### src/rtl/flap_input_conditioner_pkg.sv
// rtl/flap_input_conditioner_pkg.sv - game-state encodings, clock rate and FSM states for the flap input path
package flap_input_conditioner_pkg;

    localparam int CLK_HZ = 50_000_000;

    localparam logic [3:0] GS_START_SCREEN = 4'b0001;
    localparam logic [3:0] GS_IN_GAME      = 4'b0010;
    localparam logic [3:0] GS_PAUSE        = 4'b0100;
    localparam logic [3:0] GS_END_SCREEN   = 4'b1000;

    typedef enum logic [1:0] {
        ST_IDLE     = 2'd0,
        ST_COOLDOWN = 2'd1,
        ST_HELD     = 2'd2
    } flap_state_e;

    // Any non-one-hot value counts as closed so a corrupted game_state cannot flap the bird.
    function automatic logic gate_is_open(input logic [3:0] gs);
        logic open;
        case (gs)
            GS_START_SCREEN, GS_IN_GAME: open = 1'b1;
            GS_PAUSE, GS_END_SCREEN:     open = 1'b0;
            default:                     open = 1'b0;
        endcase
        return open;
    endfunction

endpackage

### src/rtl/key_debouncer.sv
// rtl/key_debouncer.sv - metastability synchroniser and stability-counter debouncer for the FLAP key
module key_debouncer #(
    parameter int SYNC_STAGES     = 2,
    parameter int DEBOUNCE_CYCLES = 500000
) (
    input  logic clk,
    input  logic rst,
    input  logic key_n,
    output logic key_level
);

    localparam int DW = $clog2(DEBOUNCE_CYCLES + 1);
    localparam logic [DW-1:0] DEB_LAST = DW'(DEBOUNCE_CYCLES - 1);

    logic [SYNC_STAGES-1:0] sync_q, sync_d;
    logic [DW-1:0]          cnt_q, cnt_d;
    logic                   level_q, level_d;
    logic                   sync_pressed;

    assign sync_pressed = ~sync_q[SYNC_STAGES-1];

    always_comb begin
        sync_d  = {sync_q[SYNC_STAGES-2:0], key_n};
        cnt_d   = '0;
        level_d = level_q;
        if (sync_pressed != level_q) begin
            if (cnt_q == DEB_LAST) begin
                level_d = sync_pressed;
            end else begin
                cnt_d = cnt_q + 1'b1;
            end
        end
    end

    always_ff @(posedge clk or posedge rst) begin
        if (rst) begin
            sync_q  <= '1;
            cnt_q   <= '0;
            level_q <= 1'b0;
        end else begin
            sync_q  <= sync_d;
            cnt_q   <= cnt_d;
            level_q <= level_d;
        end
    end

    assign key_level = level_q;

endmodule

### src/rtl/flap_input_conditioner.sv
// rtl/flap_input_conditioner.sv - FLAP key to one-cycle flap pulse with cooldown, gating and HUD counter
// Optional hold-to-repeat flapping is enabled by defining FLAP_AUTOREPEAT_EN.
module flap_input_conditioner
    import flap_input_conditioner_pkg::*;
#(
    parameter int SYNC_STAGES     = 2,
    parameter int DEBOUNCE_CYCLES = CLK_HZ / 100,
    parameter int COOLDOWN_CYCLES = CLK_HZ / 20,
    parameter int REPEAT_CYCLES   = CLK_HZ / 4
) (
    input  logic        clk,
    input  logic        rst,
    input  logic        key_n,
    input  logic [3:0]  game_state,
    output logic        flap,
    output logic        key_level,
    output logic [15:0] flap_count
);

    localparam int CW = $clog2(COOLDOWN_CYCLES + 1);
    localparam logic [CW-1:0] COOL_LAST = CW'(COOLDOWN_CYCLES - 1);

    if (SYNC_STAGES < 2 || DEBOUNCE_CYCLES < 2 || COOLDOWN_CYCLES < 2 || REPEAT_CYCLES < 2) begin : g_bad_params
        $error("flap_input_conditioner: every stage/cycle parameter must be at least 2");
    end

    logic        key_level_w;
    logic        key_level_prev_q, key_level_prev_d;
    logic        rise_q, rise_d;
    logic        flap_q, flap_d;
    logic [15:0] flap_count_q, flap_count_d;
    logic [CW-1:0] cool_cnt_q, cool_cnt_d;
    flap_state_e state_q, state_d;
    logic        gate_open;
    logic        cool_done;
    logic        rep_fire;

    key_debouncer #(
        .SYNC_STAGES    (SYNC_STAGES),
        .DEBOUNCE_CYCLES(DEBOUNCE_CYCLES)
    ) u_key_debouncer (
        .clk      (clk),
        .rst      (rst),
        .key_n    (key_n),
        .key_level(key_level_w)
    );

    assign gate_open = gate_is_open(game_state);

    // The flap cycle itself does not count, so the cooldown spans COOLDOWN_CYCLES+1 cycles.
    assign cool_done = (state_q == ST_COOLDOWN) && !flap_q && (cool_cnt_q == COOL_LAST);

`ifdef FLAP_AUTOREPEAT_EN
    localparam int RW = $clog2(REPEAT_CYCLES + 1);
    localparam logic [RW-1:0] REP_LAST = RW'(REPEAT_CYCLES - 1);

    logic [RW-1:0] rep_cnt_q, rep_cnt_d;

    assign rep_fire = (state_q == ST_HELD) && key_level_w && gate_open && (rep_cnt_q == REP_LAST);

    always_comb begin
        rep_cnt_d = '0;
        if (state_q == ST_HELD && gate_open && !rep_fire) begin
            rep_cnt_d = rep_cnt_q + 1'b1;
        end
    end

    always_ff @(posedge clk or posedge rst) begin
        if (rst) begin
            rep_cnt_q <= '0;
        end else begin
            rep_cnt_q <= rep_cnt_d;
        end
    end
`else
    assign rep_fire = 1'b0;
`endif

    always_ff @(posedge clk or posedge rst) begin
        if (rst) begin
            state_q <= ST_IDLE;
        end else begin
            state_q <= state_d;
        end
    end

    always_comb begin
        state_d = state_q;
        case (state_q)
            ST_IDLE: begin
                if (rise_q) begin
                    state_d = gate_open ? ST_COOLDOWN : ST_HELD;
                end
            end
            ST_COOLDOWN: begin
                if (cool_done) begin
                    state_d = key_level_w ? ST_HELD : ST_IDLE;
                end
            end
            ST_HELD: begin
                if (!key_level_w) begin
                    state_d = ST_IDLE;
                end else if (rep_fire) begin
                    state_d = ST_COOLDOWN;
                end
            end
            default: state_d = ST_IDLE;
        endcase
    end

    always_comb begin
        flap_d = ((state_q == ST_IDLE) && rise_q && gate_open) || rep_fire;
    end

    always_comb begin
        key_level_prev_d = key_level_w;
        rise_d           = key_level_w & ~key_level_prev_q;

        cool_cnt_d = '0;
        if (state_q == ST_COOLDOWN && !flap_q && !cool_done) begin
            cool_cnt_d = cool_cnt_q + 1'b1;
        end

        // A START_SCREEN cycle wipes the count even if a flap lands on the same cycle.
        flap_count_d = flap_count_q;
        if (game_state == GS_START_SCREEN) begin
            flap_count_d = '0;
        end else if (flap_q && game_state == GS_IN_GAME && flap_count_q != 16'hFFFF) begin
            flap_count_d = flap_count_q + 16'd1;
        end
    end

    always_ff @(posedge clk or posedge rst) begin
        if (rst) begin
            key_level_prev_q <= 1'b0;
            rise_q           <= 1'b0;
            flap_q           <= 1'b0;
            cool_cnt_q       <= '0;
            flap_count_q     <= '0;
        end else begin
            key_level_prev_q <= key_level_prev_d;
            rise_q           <= rise_d;
            flap_q           <= flap_d;
            cool_cnt_q       <= cool_cnt_d;
            flap_count_q     <= flap_count_d;
        end
    end

    assign flap       = flap_q;
    assign key_level  = key_level_w;
    assign flap_count = flap_count_q;

endmodule
### config.mk
export PLATFORM = sky130hd
export DESIGN_NAME = flap_input_conditioner
export DESIGN_NICKNAME = d
export VERILOG_FILES = /design/src/rtl/flap_input_conditioner_pkg.sv /design/src/rtl/key_debouncer.sv /design/src/rtl/flap_input_conditioner.sv
export SDC_FILE = /design/constraint.sdc
export NUM_CORES = 1
export LEC_CHECK = 0
export ABC_CLOCK_PERIOD_IN_PS = 2550
export BUFFER_PORTS_ARGS = -buffer_cell sky130_fd_sc_hd__buf_2
export CAP_MARGIN = 20
export CORE_ASPECT_RATIO = 0.7
export CORE_MARGIN = 4
export CORE_UTILIZATION = 45
export CTS_CLUSTER_SIZE = 25
export DETAILED_ROUTE_END_ITERATION = 8
export HOLD_SLACK_MARGIN = 0.03
export SYNTH_ARGS = -nofsm -noshare
export SYNTH_HDL_FRONTEND = slang
export SYNTH_SLANG_ARGS = --single-unit
### constraint.sdc
create_clock -name clk -period 2.55 [get_ports clk]
set_input_delay 0.51 -clock clk [delete_from_list [all_inputs] [get_ports clk]]
set_output_delay 0.51 -clock clk [all_outputs]
set_load 0.01 [all_outputs]
==> results.md <==
- Final core occ: 0.523
- I/O pin count: 25
- Main flop type after synthesis: dfrtp_1
- Post-synthesis mux area share: 0.0327
- Measured slew at the worst slew-check pin: 0.781 ns
- First-pass GRT wire length: 12300 um
- Total GRT Usage: 0.176
- Fill cells: 687
- Status: complete, no violations
- Worst Skew: 0.00686 ns
- Die Area: 8960 um^2
- #FFs+latches synth: 65
- Non-Filler Instances: 484
- First drt pass iteration count: 4
- Synth async-reset ratio: 1.00
- Worst endpoint required time: 2.82 ns
- Die W: 111 um
- Mapped cell area: 3370 um^2
- H-tree levels: 3
- Root Driver: clkbuf_8
- Post-Syn Instances: 352
- RSZ-0062 raised after global routing: no
- Via Count: 2663
- CP Data Arrival Time: 2.34 ns
- Post-layout minimum cycle time: 2.07 ns
- Final hold slack: 0.187 ns
- Commonest cells after routing, fill and taps aside: 63 x dfrtp_1, 30 x nand2_1, 28 x nor2_1
- Clk sink count: 65
- Post-placement cell area: 3620 um^2
- Seq. cell area: 1630 um^2
- Iteration-0 DRC Markers: 151
- Synth cell types: 41
- Fin area: 3810 um^2
- Max Cap Viol: 0
- Post-Route WL: 7130 um
- Fin. max-slew vios: 0
- Initial antenna violation count: 0
- Routed Antenna Nets: 0
- CORE AREA: 7290 um^2
- Pin count of the biggest net entering global routing: 43
- Via count of the first global-routing pass: 2568
- Final Power: 1.94 mW
- Worst-skew pair later-pin latency: 0.35 ns
- Slew margin rel.: 0.477
- Leakage: 1.55 nW
- Clk buf depth: 2
- Most common cell after layout, fill and taps aside: dfrtp_1
- Total CTS buffers: 9
- CP startpoint kind: flop
- Xor and xnor area share after synthesis: 0.0650
- Gpl congestion: 0.961
- Fmax: 483 MHz
- Post-synth EDFFs: 0
- Setup ws final: 0.480 ns
- Num rows: 26
- Pwr Density: 510 nW/um^2
- Critical path fanouts, max: 6
- Endpoints failing hold: 0
- Largest family of logic cells by synthesized area: simple AND/OR/NAND/NOR gates
- Die height: 80.4 um
- Post-Route Setup TNS: 0 ns
- WS Path Type: flop to flop
- Mapped Nets: 362
- IO buf count: 24
- Worst VDD drop: 0.000357 V
- Initial Util: 0.463
- Drt wl/cell: 14.7 um
- Final Cycle Share: 0.812
- Sequential area share after synthesis: 0.483
- Vias per cell: 5.50
- Multi-input combinational cell area: 1660 um^2
- Hold-fix buffers at CTS: 0
- Synth warn: 0
- DRC Markers: 0
- Syn Area/Cell: 9.58 um^2
- Hold Path Class: input port to asynchronous set/reset pin
- Crit. End Element: flop
- Simple-Gate Fraction of Synth Area: 0.288
- Post-CTS setup buffers: 0
- CTS tree: done
- Congestion Overflow GR: 0
- Final nets: 391
- Ant diodes: 0
- Synthesis-to-layout area growth: 13.1%
- DPL Wire Length: 4960 um
- Adder-Cell Fraction of Synth Area: 0.0111
- Clock-pin slew on the worst setup and hold paths: 0.07 ns
- Pre-CTS WS: 0.499 ns
- Placed cells: 468
- CTS resizes: 0
- Post-synthesis compound-gate area fraction: 0.0932
- # setup viols final: 0
- Layout cells sized above 1: 0.161
==> report_power, final <==
part | switching, mW | internal, mW
Combinational | 0.0390 | 0.0174
Sequential | 0.00446 | 1.04
Clock | 0.384 | 0.460
Total | 0.428 | 1.52
==> cells by family (layout without fill, tap and decap cells) <==
family,after synthesis,count (layout)
xor+xnor,25,25
flops,65,65
simple gates,175,175
buf+inv,21,55
compound gates,52,52
mux,11,11
fa+ha+maj,3,3
==> cell usage after synthesis (2+ instances only) <==
| cell | n | share of area |
|---|---|---|
| nand3_1 | 23 | 0.034 |
| nor3_1 | 9 | 0.013 |
| or2_2 | 10 | 0.019 |
| or3_1 | 9 | 0.017 |
| buf_2 | 3 | 0.0045 |
| o21ai_0 | 9 | 0.013 |
| or4_1 | 11 | 0.024 |
| nor2_1 | 28 | 0.031 |
| mux2i_1 | 11 | 0.033 |
| and3_1 | 4 | 0.0074 |
| nor4_1 | 8 | 0.015 |
| nand2_1 | 30 | 0.033 |
| inv_1 | 9 | 0.010 |
| xnor2_1 | 12 | 0.031 |
| dfstp_2 | 2 | 0.016 |
| xor2_1 | 13 | 0.034 |
| a21oi_1 | 24 | 0.036 |
| nor4b_1 | 3 | 0.0078 |
| and4_1 | 8 | 0.021 |
| and2_1 | 5 | 0.0093 |
| ha_1 | 3 | 0.011 |
| dfrtp_1 | 63 | 0.47 |
| clkbuf_1 | 8 | 0.0089 |
| nand4_1 | 19 | 0.035 |
| a211oi_1 | 2 | 0.0045 |
| o31ai_1 | 11 | 0.024 |
==> final cells by class <==
class                   count  share of cell area
multi-input cells         266               0.434
clock inverters             1             0.00197
well taps                  98              0.0322
repair buffers             30              0.0466
clock buffers              15              0.0489
inverters                   9             0.00886
flip-flops and latches     65               0.427
==> flip-flops by register name (all words and copies together), names as in the netlist <==
signal / count
flap_count: 16
u_key_debouncer.key_level: 1
u_key_debouncer.cnt_q: 19
rise_q: 1
u_key_debouncer.sync_q: 2
flap: 1
key_level_prev_q: 1
cool_cnt_q: 22
state_q: 2
==> worst paths after layout <==
path / cells past startpoint / from / to / slack, ns
worst min-delay path: 2 / rst / flap_count[7] / 0.19
worst max register to register: 5 / cool_cnt_q[0] / cool_cnt_q[16] / 0.48
worst max-delay path: 5 / cool_cnt_q[0] / cool_cnt_q[16] / 0.48
max in group asynchronous: 3 / rst / u_key_debouncer.sync_q[0] / 1.69
worst min register to register: 0 / u_key_debouncer.sync_q[0] / u_key_debouncer.sync_q[1] / 0.36
min in group clk: 1 / key_n / u_key_debouncer.sync_q[0] / 0.25
==> per-layer routing <==
metal / up-vias / GRT usage / wire length [um]
li1: 1361 / - / -
met1: 1247 / 0.244 / 3690
met2: 46 / 0.258 / 3000
met3: 9 / 0.0557 / 341
met4: 0 / 0.0680 / 97
met5: - / 0 / 0
==> critical path: stages, from the launching register on <==
cell and delay (ns):
dfrtp_1 0.38, ha_1 0.23, nand4_1 0.24, or4_4 0.64
or3_1 0.36, a21oi_1 0.15
Note: power is estimated with default switching activity, not from simulation.
